**config.mk**
```make
export PLATFORM = sky130hd
export DESIGN_NAME = prog_tick_divider_flat
export DESIGN_NICKNAME = d
export VERILOG_FILES = /design/src/rtl/tick_div_pkg.sv /design/src/rtl/prog_tick_divider_if.sv /design/src/rtl/tick_div_channel.sv /design/src/rtl/prog_tick_divider.sv /design/src/flat_wrapper.sv
export SDC_FILE = /design/constraint.sdc
export NUM_CORES = 1
export LEC_CHECK = 0
export ABC_AREA = 1
export CORE_MARGIN = 3
export CORE_UTILIZATION = 57
export DETAILED_ROUTE_END_ITERATION = 7
export GPL_ROUTABILITY_DRIVEN = 0
export PLACE_DENSITY = 0.82
export RECOVER_POWER = 100
export SLEW_MARGIN = 25
export SYNTH_ARGS = -nofsm -noshare
export SYNTH_HDL_FRONTEND = slang
export SYNTH_SLANG_ARGS = --single-unit
```
**constraint.sdc**
```tcl
create_clock -name clk -period 2.7 [get_ports clk]
set_clock_uncertainty 0.1 [all_clocks]
set_input_delay 0.81 -clock clk [delete_from_list [all_inputs] [get_ports clk]]
set_output_delay 0.81 -clock clk [all_outputs]
set_load 0.02 [all_outputs]
```
**src/rtl/tick_div_pkg.sv**
```systemverilog
// Shared definitions for the programmable tick divider.
//   DEF_DIV  divisor every channel comes out of reset with
//   DIV_MIN  value a written divisor of zero is clamped to
//   ch_w()   channel-select width, never narrower than one bit
package tick_div_pkg;
  localparam int DEF_DIV = 2;
  localparam int DIV_MIN = 1;

  function automatic int ch_w(input int n);
    return (n > 1) ? $clog2(n) : 1;
  endfunction
endpackage

```
**src/rtl/prog_tick_divider_if.sv**
```systemverilog
// Divisor write port (valid/ready).
//   wr_valid  request, wr_ready  accept (valid & ready)
//   wr_ch     target channel, wr_div  new divisor
//   wr_now    1: load immediately, 0: stage until the channel's next wrap
interface prog_tick_divider_if #(
  parameter int NCH = 4,
  parameter int W   = 16
) ();
  logic                                 wr_valid;
  logic                                 wr_ready;
  logic [tick_div_pkg::ch_w(NCH)-1:0]   wr_ch;
  logic [W-1:0]                         wr_div;
  logic                                 wr_now;

  modport master (output wr_valid, wr_ch, wr_div, wr_now, input wr_ready);
  modport slave  (input wr_valid, wr_ch, wr_div, wr_now, output wr_ready);
endinterface

```
**src/rtl/tick_div_channel.sv**
```systemverilog
// One divider channel: counter, active/staged divisor and registered outputs.
//   en      count enable          sync    restart at count 0, apply staged
//   wr_acc  write accepted here   wr_now  immediate (1) or staged (0)
//   wr_div  divisor, already clamped to >= 1
//   tick    1-cycle pulse on wrap sq      high for ceil(D/2) counts
//   pending staged divisor waiting for a wrap or sync
module tick_div_channel #(
  parameter int W           = 16,
  parameter int DEFAULT_DIV = 2
) (
  input  logic         clk,
  input  logic         reset,
  input  logic         en,
  input  logic         sync,
  input  logic         wr_acc,
  input  logic         wr_now,
  input  logic [W-1:0] wr_div,
  output logic         tick,
  output logic         sq,
  output logic         pending
);
  logic [W-1:0] cnt, div_a, staged;
  logic         wrap;
  logic [W:0]   half;

  // div_a is never 0, so div_a-1 cannot underflow
  assign wrap = en && (cnt == div_a - W'(1));
  // one extra bit so D = 2^W-1 rounds up without overflow
  assign half = ({1'b0, div_a} + (W+1)'(1)) >> 1;

  always_ff @(posedge clk) begin
    if (reset) begin
      cnt     <= '0;
      div_a   <= W'(DEFAULT_DIV);
      staged  <= '0;
      pending <= 1'b0;
      tick    <= 1'b0;
      sq      <= 1'b0;
    end else begin
      tick <= wrap && !sync;
      sq   <= en && ({1'b0, cnt} < half);
      if (sync) begin
        cnt <= '0;
        // a write is only accepted while nothing is pending, so these are exclusive
        if (wr_acc && wr_now) begin
          div_a   <= wr_div;
          pending <= 1'b0;
        end else if (wr_acc) begin
          staged  <= wr_div;
          pending <= 1'b1;
        end else if (pending) begin
          div_a   <= staged;
          pending <= 1'b0;
        end
      end else if (wr_acc && wr_now) begin
        div_a   <= wr_div;
        cnt     <= '0;
        pending <= 1'b0;
      end else begin
        if (en) cnt <= wrap ? '0 : cnt + W'(1);
        if (wrap && pending) begin
          div_a   <= staged;
          pending <= 1'b0;
        end
        // staged write landing on a wrap waits for the following wrap
        if (wr_acc) begin
          staged  <= wr_div;
          pending <= 1'b1;
        end
      end
    end
  end
endmodule

```
**src/rtl/prog_tick_divider.sv**
```systemverilog
// Multi-channel programmable tick generator.
//   clk, reset  clock, synchronous active-high reset
//   en          per-channel count enable
//   sync        restart all channels at count 0
//   wr          divisor write port (slave)
//   tick, sq    per-channel pulse and square wave (registered)
//   pending     per-channel staged-divisor flag
module prog_tick_divider
  import tick_div_pkg::*;
#(
  parameter int NCH         = 4,
  parameter int W           = 16,
  parameter int DEFAULT_DIV = DEF_DIV
) (
  input  logic             clk,
  input  logic             reset,
  input  logic [NCH-1:0]   en,
  input  logic             sync,
  prog_tick_divider_if.slave wr,
  output logic [NCH-1:0]   tick,
  output logic [NCH-1:0]   sq,
  output logic [NCH-1:0]   pending
);
  localparam int CW = ch_w(NCH);

  logic [2**CW-1:0] pend_pad;
  logic [W-1:0]     div_in;

  // Unused channel codes read a zero pending bit: always ready, write dropped.
  always_comb begin
    pend_pad          = '0;
    pend_pad[NCH-1:0] = pending;
  end

  assign wr.wr_ready = ~pend_pad[wr.wr_ch];
  assign div_in      = (wr.wr_div == '0) ? W'(DIV_MIN) : wr.wr_div;

  for (genvar i = 0; i < NCH; i++) begin : g_ch
    logic acc;
    assign acc = wr.wr_valid && wr.wr_ready && (wr.wr_ch == CW'(i));

    tick_div_channel #(.W(W), .DEFAULT_DIV(DEFAULT_DIV)) u_ch (
      .clk     (clk),
      .reset   (reset),
      .en      (en[i]),
      .sync    (sync),
      .wr_acc  (acc),
      .wr_now  (wr.wr_now),
      .wr_div  (div_in),
      .tick    (tick[i]),
      .sq      (sq[i]),
      .pending (pending[i])
    );
  end
endmodule

```
**src/flat_wrapper.sv**
```systemverilog
// flat-port wrapper written by rule: the top's interface ports become plain ports
module prog_tick_divider_flat import tick_div_pkg::*;
#(
  parameter int NCH         = 4,
  parameter int W           = 16,
  parameter int DEFAULT_DIV = DEF_DIV
)
  (clk, reset, en, sync, tick, sq, pending, wr_wr_valid, wr_wr_ch, wr_wr_div, wr_wr_now, wr_wr_ready);
  prog_tick_divider_if #(.NCH(NCH), .W(W)) wr_i ();
  input  logic clk;
  input  logic reset;
  input  logic [NCH-1:0] en;
  input  logic sync;
  output logic [NCH-1:0] tick;
  output logic [NCH-1:0] sq;
  output logic [NCH-1:0] pending;
  input wire logic [$bits(wr_i.wr_valid)-1:0] wr_wr_valid;
  input wire logic [$bits(wr_i.wr_ch)-1:0] wr_wr_ch;
  input wire logic [$bits(wr_i.wr_div)-1:0] wr_wr_div;
  input wire logic [$bits(wr_i.wr_now)-1:0] wr_wr_now;
  output wire logic [$bits(wr_i.wr_ready)-1:0] wr_wr_ready;
  assign wr_i.wr_valid = wr_wr_valid;
  assign wr_i.wr_ch = wr_wr_ch;
  assign wr_i.wr_div = wr_wr_div;
  assign wr_i.wr_now = wr_wr_now;
  assign wr_wr_ready = wr_i.wr_ready;
  prog_tick_divider #(.NCH(NCH), .W(W), .DEFAULT_DIV(DEFAULT_DIV)) u_core (.clk(clk), .reset(reset), .en(en), .sync(sync), .wr(wr_i), .tick(tick), .sq(sq), .pending(pending));
endmodule
```
==> implementation parameters, run 1 <==
Parameter                              Value

Place
  DP Worst Slack    -0.493 ns
  Cell Area, Placed    15700 µm²
  Placed cells    2541
  HPWL after detailed placement    27.2 mm
  Port-buffer cells    39

CTS
  Sink Count    204
  CTS hold repair buffers    0
  Clock latency reported for the late side of the worst-skew pair    ~0.54 ns
  Buffer depth of the longest clock path    3
  CTS H-tree depth    1
  TritonCTS clock tree    yes
  Reg clk slew, reported paths    0.06 ns
  Number of buffers inserted during clock tree synthesis    24
  Root buffer cell    sky130_fd_sc_hd__clkbuf_16

Synth
  Cell with the most instances after synthesis    sky130_fd_sc_hd__nand2_1
  Register area share after synthesis    29.7%
  Most area-consuming cells after synthesis    sky130_fd_sc_hd__dfxtp_1 30%, sky130_fd_sc_hd__nand2_1 11%, sky130_fd_sc_hd__nor2_1 8.0%, sky130_fd_sc_hd__a21oi_1 7.4%, sky130_fd_sc_hd__inv_1 6.8%
  Cells after Synth    2098
  Library cells used by synthesis    42
  Fraction of registers with async set/reset    0%
  Commonest cells post-synth    394 x sky130_fd_sc_hd__nand2_1, 293 x sky130_fd_sc_hd__nor2_1, 248 x sky130_fd_sc_hd__inv_1, 204 x sky130_fd_sc_hd__dfxtp_1, 202 x sky130_fd_sc_hd__a21oi_1
  Largest area contributor in the synthesized netlist    sky130_fd_sc_hd__dfxtp_1
  Synthesis warning total    0
  Number of enable flip-flop cells after synthesis    0
  Netlist Area Pre-Place    13700 µm²
  Syn_area_per_cell    about 6.5 µm²
  Top_reg_cell synth    sky130_fd_sc_hd__dfxtp_1
  Area share of the largest cell type after synthesis    29.7%
  Register bit total from synthesis    204
  Synth Net Count    2197

Floorplan
  Die width    161 µm
  Core area    ~24000 µm²
  Total die area    26000 µm²
  Height of the die    roughly 160 µm
  Starting Density    58.3%
  Number of placement rows    56
  Boundary Pins    40

Cells and area
  Final #Nets    2354
  Area growth syn-to-layout    20.8%
  Layout Cell Area excl Fill    16600 µm²
  Count of antenna diodes in the layout    0
  Fraction of final layout cells with drive strength greater than 1    13.6%
  Number of standard cells in the layout, taps in and fillers out    2592
  Final standard cell utilization of the core    70.5%
  Fill cell instance count of the final layout    1926

Timing
  Min Tclk post-route    2.74 ns
  Fmax    around 0.37 GHz
  Number of failing hold endpoints at the final stage    0
  Worst hold slack across all endpoints    ~0.35 ns
  Tightest slew margin relative to the limit    61.7%
  RSZ-0062 raised after global routing    yes
  Slew at the pin with the worst max-slew slack    0.575 ns
  Post-route worst setup slack    -0.0378 ns
  Max-slew violation count    0
  Setup violators final    1
  Setup_tns    -0.0378 ns
  Final critical-path share of the clock period    101%

Setup path
  CP bufs+invs    2
  Nature of the critical path startpoint    flip-flop
  Data arrival time at the worst-slack endpoint    3.04 ns
  CP Capture Type    flip-flop
  Required time of the worst setup path    3.00 ns
  CP max stage delay    0.36 ns
  Crit-path leading delay family    simple AND/OR/NAND/NOR gates
  Crit-path cells    inv_2 -> nor3_2 -> inv_1 -> nor2_2 -> nand4_1 -> nor2_1 -> nand2_1 -> nor3_2 -> nand3_1 -> xor2_1 -> ha_1 -> nand4_1 -> nor3_1 -> o21ai_1 -> o2111ai_2 -> nor3_2
  Highest-delay cell along the critical path    sky130_fd_sc_hd__dfxtp_4
  CP Max Fanout    4
  Critical path start-end classification    reg2reg
  Most common cell on crit path    sky130_fd_sc_hd__nor3_2

Drt
  Number of vias per cell    5.46
  Post-detailed-route count of antenna-violating nets    0
  DRC errors left    0
  Routed wire length    37.6 mm
  Vias post-DR    14200
  Routed wirelength normalized by instance count    14.5 µm
  DRT Pass-1 Iters    6
  Number of design-rule violations left by the first detailed-router iteration    1068

Pwr
  Max rail drop VDD    roughly 520 µV
  Power consumption    7.89 mW
  Pwr/cell area    about 480 nW/µm²
  Static leakage    7.25 nW

Global routing
  Number of antenna violations at the first check in global routing    0
  Maximum number of pins on one net before global-route repair    a little under 60
  Gr ovfl total    0
  First-pass GRT wire length    61.0 mm
  Via count of the first global-routing pass    13200
  GRT Resource Usage Total    27.5%

Outcome
  Status    finished with violations
  Violated checks    negative setup slack

Min path
  Worst min-delay path category    reg2reg

Job
  Count of max-cap constraint violations    0
metal layers:
metal / global-route usage (%) / vias to the layer above / part of all wire (%)
met5: 0 / - / 0
met4: 9.46 / 0 / 3.5
met3: 4.21 / 109 / 6.5
met2: 49.1 / 459 / 49
met1: 33.9 / 6525 / 41
li1: - / 7072 / -
worst register-to-register path: stages (launching register included):
cell                        delay, ns
sky130_fd_sc_hd__dfxtp_4         0.36
sky130_fd_sc_hd__inv_2           0.04
sky130_fd_sc_hd__nor3_2          0.20
sky130_fd_sc_hd__inv_1           0.09
sky130_fd_sc_hd__nor2_2          0.11
sky130_fd_sc_hd__nand4_1         0.11
sky130_fd_sc_hd__nor2_1          0.12
sky130_fd_sc_hd__nand2_1         0.09
sky130_fd_sc_hd__nor3_2          0.21
sky130_fd_sc_hd__nand3_1         0.11
sky130_fd_sc_hd__xor2_1          0.16
sky130_fd_sc_hd__ha_1            0.31
sky130_fd_sc_hd__nand4_1         0.15
sky130_fd_sc_hd__nor3_1          0.18
sky130_fd_sc_hd__o21ai_1         0.11
sky130_fd_sc_hd__o2111ai_2       0.12
sky130_fd_sc_hd__nor3_2          0.06
path summary, 6_finish.rpt:
check	start	to	slack, ns	depth (start not counted)
setup / recovery	u_core.g_ch[3].u_ch.div_a[0]	u_core.g_ch[3].u_ch.sq	-0.04	16
hold / removal	u_core.g_ch[2].u_ch.staged[10]	u_core.g_ch[2].u_ch.staged[10]	0.35	2
setup reg to reg	u_core.g_ch[3].u_ch.div_a[0]	u_core.g_ch[3].u_ch.sq	-0.04	16
hold reg to reg	u_core.g_ch[2].u_ch.staged[10]	u_core.g_ch[2].u_ch.staged[10]	0.35	2
repair_timing:
action                     4_1_cts  5_1_grt
resized for setup               18       64
buffers inserted                 1        6
setup endpoints to repair        5       55
gates cloned                     0        0
pin swaps                        2       25
area by class of cell:
| type | count | area (µm²) | share of cell area, % |
|---|---|---|---|
| timing repair buffer | 237 | 1990 | 12.0 |
| clock buffer | 31 | 657 | 3.96 |
| tap | 319 | 399 | 2.41 |
| clock inverter | 13 | 140 | 0.844 |
| inverter | 249 | 938 | 5.65 |
| multi-input combinational | 1539 | 8370 | 50.5 |
| sequential | 204 | 4100 | 24.7 |
layout by cell type (no fill, tap or decap), types with 8 or more instances in the layout:
master	instances
sky130_fd_sc_hd__nand4_1	25
sky130_fd_sc_hd__nand3b_1	11
sky130_fd_sc_hd__xnor2_1	46
sky130_fd_sc_hd__nand2_1	392
sky130_fd_sc_hd__buf_12	12
sky130_fd_sc_hd__dfxtp_2	8
sky130_fd_sc_hd__clkdlybuf4s50_1	25
sky130_fd_sc_hd__nor3_1	28
sky130_fd_sc_hd__nor3_2	10
sky130_fd_sc_hd__clkbuf_16	24
sky130_fd_sc_hd__a21oi_1	200
sky130_fd_sc_hd__o21ai_0	127
sky130_fd_sc_hd__nor2_2	16
sky130_fd_sc_hd__nand2_2	9
sky130_fd_sc_hd__xor2_1	95
sky130_fd_sc_hd__buf_4	166
sky130_fd_sc_hd__dfxtp_1	194
sky130_fd_sc_hd__inv_1	245
sky130_fd_sc_hd__ha_1	69
sky130_fd_sc_hd__dlygate4sd3_1	11
sky130_fd_sc_hd__nor2_1	282
sky130_fd_sc_hd__nand3_1	154
sky130_fd_sc_hd__clkbuf_1	12
sky130_fd_sc_hd__nor3b_1	11
where the power goes:
part	total [mW]	switching, mW	internal (mW)
clock	3.27	1.35	1.92
combinational	1.40	0.837	0.563
sequential	3.22	0.103	3.11
total	7.89	2.29	5.60
flip-flops by register name (all words and copies together), names as in the netlist:
register,flops
u_core.g_ch.u_ch.staged,64
u_core.g_ch.u_ch.div_a,64
u_core.g_ch.u_ch.tick,4
u_core.g_ch.u_ch.pending,4
u_core.g_ch.u_ch.cnt,64
u_core.g_ch.u_ch.sq,4
logic make-up after synthesis:
logic type / Yosys count / synth area share, %
adder cells (fa/ha/maj): 72 / 6.56
flip-flops: 204 / 29.7
XOR/XNOR: 141 / 8.99
buffers and inverters: 355 / 10.9
AO/OA/AOI/OAI: 360 / 13.5
AND/OR/NAND/NOR: 966 / 30.3
No activity file was read; power rests on OpenSTA's default activity.
==> run 2, diff against run 1 <==
--- a/config.mk
+++ b/config.mk
@@ -6,7 +6,7 @@
 export NUM_CORES = 1
 export LEC_CHECK = 0
 export ABC_AREA = 1
-export CORE_MARGIN = 3
+export CORE_MARGIN = 2
 export CORE_UTILIZATION = 57
 export DETAILED_ROUTE_END_ITERATION = 7
 export GPL_ROUTABILITY_DRIVEN = 0
==> implementation parameters, run 2 (same netlist as run 1, synthesis figures left out) <==
Parameter                              Value

Drt
  DRT Pass-1 Iters    8 (was 6)
  Number of design-rule violations left by the first detailed-router iteration    951 (was 1068)
  Vias post-DR    14100 (was 14200)
  Routed wirelength normalized by instance count    14.3 µm (was 14.5 µm)
  DRC errors left    1 (was 0)
  Routed wire length    37.2 mm (was 37.6 mm)
  Number of vias per cell    5.43 (was 5.46)
  Post-detailed-route count of antenna-violating nets    0 (unchanged)

Setup path
  CP max stage delay    0.48 ns (was 0.36 ns)
  Required time of the worst setup path    3.03 ns (was 3.00 ns)
  Nature of the critical path startpoint    input port (was flip-flop)
  Crit. path cell count    14 (was 16)
  CP Max Fanout    31 (was 4)
  Data arrival time at the worst-slack endpoint    3.18 ns (was 3.04 ns)
  Critical path start-end classification    in2reg (was reg2reg)
  Crit-path leading delay family    simple AND/OR/NAND/NOR gates (unchanged)
  CP bufs+invs    2 (unchanged)
  Path depth of the worst reg2reg path    15 (was 16)
  Most common cell on crit path    sky130_fd_sc_hd__nor2_1 (was sky130_fd_sc_hd__nor3_2)
  CP Capture Type    flip-flop (unchanged)
  Crit-path cells    dlygate4sd2_1 -> nor2_1 -> nand2_1 -> nand2_1 -> a21oi_1 -> and2_0 -> nand2_2 -> nor2_1 -> buf_6 -> nor2_1 -> a21oi_1 -> nand3_1 -> nand2_1 -> nor2_1 (was inv_2 -> nor3_2 -> inv_1 -> nor2_2 -> nand4_1 -> nor2_1 -> nand2_1 -> nor3_2 -> nand3_1 -> xor2_1 -> ha_1 -> nand4_1 -> nor3_1 -> o21ai_1 -> o2111ai_2 -> nor3_2)
  Highest-delay cell along the critical path    sky130_fd_sc_hd__and2_0 (was sky130_fd_sc_hd__dfxtp_4)

Pwr
  Max rail drop VDD    472 µV (was 522 µV)
  Power consumption    8.01 mW (was 7.89 mW)
  Static leakage    7.27 nW (was 7.25 nW)
  Pwr/cell area    481 nW/µm² (was 475 nW/µm²)

Cells and area
  Biggest regs    u_core.g_ch.u_ch.cnt: 64 flops, u_core.g_ch.u_ch.div_a: 64 flops, u_core.g_ch.u_ch.staged: 64 flops (unchanged)
  Final standard cell utilization of the core    70.8% (was 70.5%)
  Fraction of final layout cells with drive strength greater than 1    13.8% (was 13.6%)
  Most frequent standard cell in the layout excluding fill and tap cells    sky130_fd_sc_hd__nand2_1 (unchanged)
  Final #Nets    2360 (was 2354)
  Count of antenna diodes in the layout    0 (unchanged)
  Area growth syn-to-layout    21.3% (was 20.8%)
  Most used cells in the layout excluding fill and tap cells    392 x sky130_fd_sc_hd__nand2_1, 283 x sky130_fd_sc_hd__nor2_1, 246 x sky130_fd_sc_hd__inv_1 (was 392 x sky130_fd_sc_hd__nand2_1, 282 x sky130_fd_sc_hd__nor2_1, 245 x sky130_fd_sc_hd__inv_1)

Global routing
  Number of antenna violations at the first check in global routing    0 (unchanged)
  GRT Resource Usage Total    28.4% (was 27.5%)
  Gr ovfl total    0 (unchanged)
  Maximum number of pins on one net before global-route repair    47 (was 58)
  First-pass GRT wire length    61.3 mm (was 61.0 mm)
  Via count of the first global-routing pass    13300 (was 13200)

Timing
  Number of failing hold endpoints at the final stage    0 (unchanged)
  Final critical-path share of the clock period    106% (was 101%)
  Setup violators final    36 (was 1)
  Slew at the pin with the worst max-slew slack    0.470 ns (was 0.575 ns)
  RSZ-0062 raised after global routing    yes (unchanged)
  Tightest slew margin relative to the limit    68.6% (was 61.7%)
  Fmax    0.350 GHz (was 0.365 GHz)
  Min Tclk post-route    2.85 ns (was 2.74 ns)
  Post-route worst setup slack    -0.155 ns (was -0.0378 ns)
  Max-slew violation count    0 (unchanged)

Floorplan
  Starting Density    58.3% (unchanged)
  Die width    159 µm (was 161 µm)
  Core area    23500 µm² (unchanged)
  Total die area    25400 µm² (was 26000 µm²)
  Boundary Pins    40 (unchanged)
  Number of placement rows    56 (unchanged)
  Height of the die    159 µm (was 161 µm)

Place
  Port-buffer cells    39 (unchanged)
  HPWL after detailed placement    27.8 mm (was 27.2 mm)

Min path
  Hold path depth    2 (unchanged)
  Worst min-delay path category    reg2reg (unchanged)

Outcome
  Violated checks    design-rule violations, negative setup slack (was negative setup slack)
  Status    finished with violations (unchanged)

CTS
  Number of buffers inserted during clock tree synthesis    25 (was 24)
  Sink Count    204 (unchanged)
  Buffer depth of the longest clock path    3 (unchanged)
  TritonCTS clock tree    yes (unchanged)
  Root buffer cell    sky130_fd_sc_hd__clkbuf_16 (unchanged)
  CTS hold repair buffers    0 (unchanged)
  Reg clk slew, reported paths    0.06 ns (about the same)
  CTS H-tree depth    1 (unchanged)
  Clock latency reported for the late side of the worst-skew pair    0.53 ns (was 0.54 ns)

Job
  Count of max-cap constraint violations    0 (unchanged)
## run 2: routing by layer
| metal | up-vias | wire length (µm) | global-route usage (%) |
|---|---|---|---|
| li1 | 7086 | - | - |
| met1 | 6456 | 15300 | 34.1 |
| met2 | 455 | 18100 | 50.4 |
| met3 | 119 | 2170 | 4.19 |
| met4 | 0 | 1650 | 12.0 |
| met5 | - | 0 | 0 |
## run 2: path summary, 6_finish.rpt
path	slack, ns	to	start
hold reg to reg	0.34	u_core.g_ch[2].u_ch.staged[8]	u_core.g_ch[2].u_ch.staged[8]
hold / removal	0.34	u_core.g_ch[2].u_ch.staged[8]	u_core.g_ch[2].u_ch.staged[8]
setup reg to reg	-0.11	u_core.g_ch[2].u_ch.sq	u_core.g_ch[2].u_ch.div_a[1]
setup / recovery	-0.15	u_core.g_ch[1].u_ch.div_a[2]	wr_wr_ch[1]
## run 2: worst reg2reg max path, delay by kind of cell (launching register included)
kind                     cells  cell delay [ns]
XOR/XNOR                     1             0.17
adder cells (fa/ha/maj)      2             0.47
AO/OA/AOI/OAI                3             0.38
flip-flops                   1             0.35
buffers and inverters        1             0.08
AND/OR/NAND/NOR              8             1.17
## run 2: area by class of cell
class | instances | area [µm²]
fill | 1943 | 6880
timing repair buffer | 242 | 2090
multi-input combinational | 1539 | 8320
inverter | 249 | 935
clock buffer | 36 | 727
sequential | 204 | 4090
tap | 319 | 399
clock inverter | 9 | 105
## run 2: through the flow
stage               hold slack [ns]  setup TNS, ns  cells  setup WS [ns]  cell area, µm²
finish                        0.343          -2.14   2598         -0.155           16700
global route                  0.367         -20.91   2598         -0.357           16700
CTS                           0.344        -0.0303   2592        -0.0303           16500
detailed placement            0.335         -83.57   2544         -0.653           15600
global placement              0.330         -73.91   2544         -0.650           15600
floorplan                     0.324              0   2098         0.0466           13700
## run 2: repair_timing
| item | CTS | global route |
|---|---|---|
| endpoints found under the setup margin | 29 | 73 |
| gates resized for setup | 26 | 38 |
| pin swaps | 6 | 5 |
| buffers inserted | 3 | 6 |
## run 2: where the power goes
part | internal (mW) | switching, mW
Sequential | 3.11 | 0.0943
Combinational | 0.574 | 0.842
Clock | 2.06 | 1.32
Total | 5.75 | 2.26
